[src/rtl/stim_pulse_gen.sv]
// stim_pulse_gen: turns the detector's stimulation decision into biphasic,
// charge-balanced current-pulse trains (cathodic, gap, anodic), with a fixed
// repetition period, a pulse count per train and a post-train lockout.
// Optional build macro STIM_TRAIN_LIMIT_EN: caps the number of completed
// trains at MAX_TRAINS; once reached, stimulation is ignored until rst.
//
// state   | meaning
// --------+---------------------------------------------------------------
// IDLE    | waiting for en=0 and stimulation=1; all drives off
// CATH    | cathodic phase, amp_out = latched amplitude
// GAP     | interphase gap, all drives off
// ANOD    | anodic phase, amp_out = latched amplitude
// REST    | drives off until the pulse period has elapsed
// REFRACT | post-train lockout, stimulation ignored
module stim_pulse_gen #(
   parameter int PHASE_CYCLES     = 100,
   parameter int GAP_CYCLES       = 20,
   parameter int PERIOD_CYCLES    = 1000,
   parameter int PULSES_PER_TRAIN = 10,
   parameter int REFRACT_CYCLES   = 50000,
   parameter int AMP_WIDTH        = 8,
   parameter int MAX_TRAINS       = 255
) (
   input  logic                 clk,
   input  logic                 rst,
   input  logic                 en,
   input  logic                 stimulation,
   input  logic [AMP_WIDTH-1:0] amp_in,
   output logic                 cathodic,
   output logic                 anodic,
   output logic [AMP_WIDTH-1:0] amp_out,
   output logic                 busy,
   output logic                 train_done,
   output logic [7:0]           pulse_idx,
   output logic                 lockout
);

   localparam int PW      = $clog2(PERIOD_CYCLES) + 1;
   localparam int TMAX_PG = (PHASE_CYCLES > GAP_CYCLES) ? PHASE_CYCLES : GAP_CYCLES;
   localparam int TMAX    = (TMAX_PG > REFRACT_CYCLES) ? TMAX_PG : REFRACT_CYCLES;
   localparam int TW      = $clog2(TMAX) + 1;

   localparam logic [TW-1:0] PHASE_LD  = TW'(PHASE_CYCLES - 1);
   localparam logic [TW-1:0] GAP_LD    = TW'((GAP_CYCLES > 0) ? GAP_CYCLES - 1 : 0);
   localparam logic [TW-1:0] REFR_LD   = TW'((REFRACT_CYCLES > 0) ? REFRACT_CYCLES - 1 : 0);
   localparam logic [PW-1:0] PERIOD_TC = PW'(PERIOD_CYCLES - 1);
   localparam logic [7:0]    LAST_IDX  = 8'(PULSES_PER_TRAIN - 1);

   // Illegal parameter sets stop elaboration instead of building broken timing.
   if (PHASE_CYCLES < 1 || PULSES_PER_TRAIN < 1 || PULSES_PER_TRAIN > 256 ||
       PERIOD_CYCLES < 1 || MAX_TRAINS < 1 || MAX_TRAINS > 255) begin : g_param_err
      $error("stim_pulse_gen: illegal parameter value");
   end

   typedef enum logic [2:0] {
      S_IDLE,
      S_CATH,
      S_GAP,
      S_ANOD,
      S_REST,
      S_REFRACT
   } state_t;

   state_t                 state_q, state_d;
   logic [TW-1:0]          timer_q;
   logic [PW-1:0]          period_q;
   logic [AMP_WIDTH-1:0]   amp_q;
   logic [7:0]             idx_q;
   logic                   stop_q;

   logic timer_tc;
   logic period_done;
   logic abort;
   logic start_train;
   logic next_pulse;

   assign timer_tc    = (timer_q == '0);
   assign period_done = (period_q >= PERIOD_TC);
   // A disable seen at any point of the current pulse ends the train after ANOD.
   assign abort       = stop_q | en;

   // State register.
   always_ff @(posedge clk) begin
      if (rst) state_q <= S_IDLE;
      else     state_q <= state_d;
   end

   // Next-state decode and Moore outputs.
   always_comb begin
      state_d     = state_q;
      start_train = 1'b0;
      next_pulse  = 1'b0;
      train_done  = 1'b0;
      cathodic    = 1'b0;
      anodic      = 1'b0;
      amp_out     = '0;
      busy        = 1'b1;
      case (state_q)
         S_IDLE: begin
            busy = 1'b0;
            if (!en && stimulation && !lockout) begin
               state_d     = S_CATH;
               start_train = 1'b1;
            end
         end
         S_CATH: begin
            cathodic = 1'b1;
            amp_out  = amp_q;
            if (timer_tc) state_d = (GAP_CYCLES > 0) ? S_GAP : S_ANOD;
         end
         S_GAP: begin
            if (timer_tc) state_d = S_ANOD;
         end
         S_ANOD: begin
            anodic  = 1'b1;
            amp_out = amp_q;
            if (timer_tc) begin
               if (abort) begin
                  state_d = S_IDLE;
               end else if (idx_q == LAST_IDX) begin
                  train_done = 1'b1;
                  state_d    = (REFRACT_CYCLES > 0) ? S_REFRACT : S_IDLE;
               end else if (period_done) begin
                  state_d    = S_CATH;
                  next_pulse = 1'b1;
               end else begin
                  state_d = S_REST;
               end
            end
         end
         S_REST: begin
            if (en) begin
               state_d = S_IDLE;
            end else if (period_done) begin
               state_d    = S_CATH;
               next_pulse = 1'b1;
            end
         end
         S_REFRACT: begin
            if (en || timer_tc) state_d = S_IDLE;
         end
         default: state_d = S_IDLE;
      endcase
   end

   // Phase/gap/refractory down-counter, reloaded on every state change.
   always_ff @(posedge clk) begin
      if (rst) begin
         timer_q <= '0;
      end else if (state_d != state_q) begin
         case (state_d)
            S_CATH, S_ANOD: timer_q <= PHASE_LD;
            S_GAP:          timer_q <= GAP_LD;
            S_REFRACT:      timer_q <= REFR_LD;
            default:        timer_q <= '0;
         endcase
      end else if (!timer_tc) begin
         timer_q <= timer_q - TW'(1);
      end
   end

   // Period counter: restarts at each cathodic start, saturates instead of wrapping.
   always_ff @(posedge clk) begin
      if (rst) begin
         period_q <= '0;
      end else if (state_d == S_CATH && state_q != S_CATH) begin
         period_q <= '0;
      end else if (period_q != '1) begin
         period_q <= period_q + PW'(1);
      end
   end

   // Train bookkeeping: amplitude latch, pulse index and pending-disable flag.
   always_ff @(posedge clk) begin
      if (rst) begin
         amp_q  <= '0;
         idx_q  <= '0;
         stop_q <= 1'b0;
      end else begin
         if (start_train) begin
            amp_q <= amp_in;
            idx_q <= '0;
         end else if (next_pulse) begin
            idx_q <= idx_q + 8'd1;
         end
         if (state_d == S_IDLE)
            stop_q <= 1'b0;
         else if (en && (state_q == S_CATH || state_q == S_GAP || state_q == S_ANOD))
            stop_q <= 1'b1;
      end
   end

   assign pulse_idx = idx_q;

`ifdef STIM_TRAIN_LIMIT_EN
   logic [7:0] train_cnt_q;

   // Completed-train counter; saturating, cleared only by rst.
   always_ff @(posedge clk) begin
      if (rst)                                  train_cnt_q <= '0;
      else if (train_done && train_cnt_q != 8'hFF) train_cnt_q <= train_cnt_q + 8'd1;
   end

   assign lockout = (train_cnt_q >= 8'(MAX_TRAINS));
`else
   assign lockout = 1'b0;
`endif

endmodule
[config.mk]
export PLATFORM = sky130hd
export DESIGN_NAME = stim_pulse_gen
export DESIGN_NICKNAME = d
export VERILOG_FILES = /design/src/rtl/stim_pulse_gen.sv
export SDC_FILE = /design/constraint.sdc
export NUM_CORES = 1
export LEC_CHECK = 0
export ABC_AREA = 1
export CELL_PAD_IN_SITES_DETAIL_PLACEMENT = 0
export CELL_PAD_IN_SITES_GLOBAL_PLACEMENT = 1
export CORE_ASPECT_RATIO = 0.5
export CORE_MARGIN = 3
export CORE_UTILIZATION = 40
export CTS_CLUSTER_DIAMETER = 80
export DETAILED_ROUTE_END_ITERATION = 10
export PLACE_DENSITY = 0.88
export SETUP_SLACK_MARGIN = 0.5
export SLEW_MARGIN = 30
export SYNTH_ARGS = -nofsm -noshare
export SYNTH_HDL_FRONTEND = slang
export SYNTH_SLANG_ARGS = --single-unit
[constraint.sdc]
create_clock -name clk -period 2.2 [get_ports clk]
set_input_delay 0.44 -clock clk [delete_from_list [all_inputs] [get_ports clk]]
set_output_delay 0.44 -clock clk [all_outputs]
set_load 0.02 [all_outputs]
==> impl_summary.txt <==
----------------------------------------------------
[Outcome]
  Outcome ... complete, no violations

[Routing]
  Met2 layer wire length in the routed design ... 3.25 mm
  Post-DR wirelength/cell ... 13.2 um
  Post-route DRC violation count ... 0
  Detailed route wirelength on metal3 ... 427 um
  Number of detailed-routing iterations run before antenna repair ... 5
  Post-Route WL ... 7.23 mm
  Average vias per placed instance ... 5.01
  Met1 wire length ... 3.47 mm
  Number of design-rule violations left by the first detailed-router iteration ... 156
  Uppermost signal routing layer after detailed routing ... met4
  Remaining antenna violation count ... 0
  Via count ... 2744

[Clocking]
  Num CTS Buffers ... 5
  Clock slew seen by the registers of the worst setup and hold paths ... 0.06 ns
  CTS tree ... built
  Buffer depth of the longest clock path ... 2
  Clock Sinks ... 48
  Root buffer cell ... sky130_fd_sc_hd__clkbuf_16
  Cts-stage hold buffer count ... 0
  Latest clock arrival within the worst-skew pair ... 0.29 ns
  Depth of the CTS H-tree ... 2

[Power and ir drop]
  Share of power burned in registers ... 25.1%
  Psw ... 0.00205 W
  Combinational Power Share ... 58.7%
  Share of total power in the clock network ... 16.2%
  Pwr Density ... 1220 nW/um2
  Cell internal power dissipation ... 0.00277 W
  Net Sw Frac ... 42.4%
  Pleak ... 1.69 nW
  Largest vdd supply drop ... 558 uV
  Total power consumption of the routed design ... 0.00482 W

[Finish]
  Most frequent cells in the layout ... sky130_fd_sc_hd__nor2_1 (56), sky130_fd_sc_hd__nand2_1 (47), sky130_fd_sc_hd__dfxtp_1 (42)
  Ratio of cells with drive above 1 in the final layout ... 34.6%
  Antenna cells ... 0
  Commonest non-fill, non-tap cell in the layout ... sky130_fd_sc_hd__nor2_1
  Area growth from synthesis to layout ... 44.1%
  Number of nets in the layout ... 476

[Timing]
  Post-layout minimum cycle time ... 2.13 ns
  Number of slew-limit violations in the final report ... 0
  Maximum frequency from static timing analysis ... 0.469 GHz
  Period utilization ... 96.9%
  Unrepaired setup endpoints after global routing ... true
  Worst path setup slack after routing ... 0.0692 ns
  Setup clock skew after layout ... 0.00779 ns
  Finish-stage setup viols ... 0
  Final hold vios ... 0

[Placed design]
  HPWL after DPL ... 4.93 mm
  Worst setup slack after placement ... -0.178 ns
  GP Congestion ... 0.925
  Number of buffers added on ports ... 31

[Synthesis]
  Syn. warnings ... 0
  Distinct cells, synth ... 39
  Fraction of the mapped netlist area in compound gates ... 10.7%
  Synth Flop Type ... sky130_fd_sc_hd__dfxtp_1
  Synth Instances ... 383
  Combinational family with the most area after synthesis ... simple AND/OR/NAND/NOR gates
  Register bit total from synthesis ... 48
  FFs w/ async S/R, synth ... 0%
  Synthesized netlist net count ... 400
  Arithmetic-cell share of the synthesized area counting full adders, half adders and majority gates ... 2.29%
  Xor/xnor share of the synthesized area ... 7.05%
  Number of flops mapped to enable cells by yosys ... 0
  Post-synthesis mux area share ... 0%
  Cell type with the largest total area after synthesis ... sky130_fd_sc_hd__dfxtp_1
  Summed instance area of the synthesized netlist ... 2730 um2
  Largest cells by area after synthesis ... sky130_fd_sc_hd__dfxtp_1 (35%), sky130_fd_sc_hd__nor2_1 (9.1%), sky130_fd_sc_hd__nand2_1 (7.8%)
  Post-Synth Simple-Gate Area ... 36.0%
  Proportion of netlist area held by the largest area contributor ... 35.1%
  Average size of a mapped cell ... 7.14 um2
  Post-synthesis sequential area ratio ... 35.1%

[Die]
  Die Wd ... 123 um
  I/O pins ... 33
  # rows ... 20
  Die Area ... 7920 um2
  CORE AREA ... 6330 um2
  Die Span Y ... 64.5 um
  Initial core utilization ... 43.2%

[GRT]
  Wire length of the first global-routing pass ... 12.0 mm
  Grt ovf ... 0
  Via count of the first global-routing pass ... 2530
  Number of antenna violations at the first check in global routing ... 0
  Maximum number of pins on one net before global-route repair ... 18
  GRT Resource Usage Total ... 18.9%

[Worst setup path]
  Length in cells of the worst reg-to-reg path ... 15
  Kind of start point of the critical path ... flip-flop
  Critical Path End Type ... flip-flop
  Delay of the slowest cell on the worst path ... 0.33 ns
  Signal arrival time at the worst endpoint ... 2.31 ns
  Flop2flop setup slack ... 0.07 ns
  Slowest library cell on the worst path ... sky130_fd_sc_hd__dfxtp_2
  Largest delay contributor family on the critical path ... simple AND/OR/NAND/NOR gates
  Worst setup path startpoint ... timer_q[0]
  Critical path cell sequence ... inv_2 -> ha_4 -> inv_2 -> nor2_4 -> nand2_2 -> nor2_4 -> buf_6 -> nand3_4 -> o21ai_1 -> a21oi_1 -> nor2_2 -> nand2_1 -> o21ai_2 -> buf_12 -> nor2_2
  Worst path bufs/invs ... 4
  Startpoint of the most critical register-to-register path ... timer_q[0]
  Category of the most critical setup path ... flip-flop to flip-flop
  Crit path max fanout ... 11
  Path length in cells of the critical path ... 15
  Worst EP required ... 2.38 ns

[Worst hold path]
  Worst Hold Launch ... amp_q[7]
  Kind of path behind the tightest hold check ... flip-flop to flip-flop
  Hold Path Depth ... 2

[Flow run]
  Total of max-cap violations ... 0

----------------------------------------------------
[worst paths after layout]
path            endpoint
max          period_q[4]
min             amp_q[7]
max reg2reg  period_q[4]
min reg2reg     amp_q[7]
[through the flow]
stage	area, um2	util (%)	std cells	hold slack [ns]	setup TNS (ns)
after floorplan	2790	-	383	0.430	0
after global placement	3420	54.0	524	0.437	-0.209
after detailed placement	3420	54.0	524	0.442	-0.572
after CTS	3710	58.7	540	0.453	0
after global routing	3940	62.2	548	0.488	-0.587
final	3940	62.2	548	0.449	0
[registers in the layout, indices dropped and copies added (netlist names)]
register,count
amp_q,8
state_q,3
timer_q,17
period_q,11
stop_q,1
pulse_idx,8
[metal layers]
layer / up-vias / global-route usage (%)
li1: 1386 / -
met1: 1268 / 27.0
met2: 82 / 29.0
met3: 8 / 4.10
met4: 0 / 4.60
met5: - / 0
[layout make-up]
| cell class | instances | area (um2) |
|---|---|---|
| tap | 88 | 110 |
| timing repair buffer | 77 | 717 |
| clock buffer | 8 | 146 |
| sequential | 48 | 968 |
| fill | 543 | 2390 |
| inverter | 46 | 183 |
| multi-input combinational | 281 | 1820 |
[cells in the mapped netlist, types with 2 or more instances]
cell type	n
sky130_fd_sc_hd__nor2_2	17
sky130_fd_sc_hd__o21bai_1	2
sky130_fd_sc_hd__dfxtp_1	48
sky130_fd_sc_hd__nor2_4	3
sky130_fd_sc_hd__nand3_1	19
sky130_fd_sc_hd__a21oi_1	24
sky130_fd_sc_hd__ha_1	5
sky130_fd_sc_hd__nor3_2	3
sky130_fd_sc_hd__nor2_1	66
sky130_fd_sc_hd__xnor2_1	10
sky130_fd_sc_hd__nand2_2	6
sky130_fd_sc_hd__buf_6	2
sky130_fd_sc_hd__o21ai_0	15
sky130_fd_sc_hd__nor3_1	6
sky130_fd_sc_hd__nand4_1	9
sky130_fd_sc_hd__inv_2	6
sky130_fd_sc_hd__nand3_2	3
sky130_fd_sc_hd__xor2_1	12
sky130_fd_sc_hd__clkbuf_1	4
sky130_fd_sc_hd__inv_1	40
sky130_fd_sc_hd__o211ai_1	5
sky130_fd_sc_hd__nand2_4	3
sky130_fd_sc_hd__nor4_1	3
sky130_fd_sc_hd__nand2_1	57
[power groups by stage]
| stage | Sequential [W] | Combinational, W | Clock [W] |
|---|---|---|---|
| 6_report | 0.00121 | 0.00283 | 0.000779 |
| 5_1_grt | 0.00123 | 0.00307 | 0.000836 |
| 4_1_cts | 0.00119 | 0.00255 | 0.000798 |
| 3_5_place_dp | 0.00120 | 0.00228 | 0 |
| 3_3_place_gp | 0.00120 | 0.00222 | 0 |
| 2_1_floorplan | 0.00117 | 0.00161 | 0 |
[cell families (layout without fill, tap and decap cells)]
family / count (synthesis) / after routing
flops: 48 / 48
compound gates: 51 / 51
buf+inv: 55 / 131
other cells: 1 / 1
xor+xnor: 22 / 22
fa+ha+maj: 5 / 5
simple gates: 201 / 202
[worst min-delay path: cells and delay by family, from the launching register on]
family / cells / cell delay, ns
flops: 1 / 0.30
buf+inv: 1 / 0.06
compound gates: 1 / 0.05
[repair_timing]
item | CTS | global route
endpoints found under the setup margin | 58 | 50
setup buffers | 7 | 8
pin swaps | 20 | 18
gates cloned | 1 | 0
gates resized for setup | 96 | 45
No activity file was read; power rests on OpenSTA's default activity.
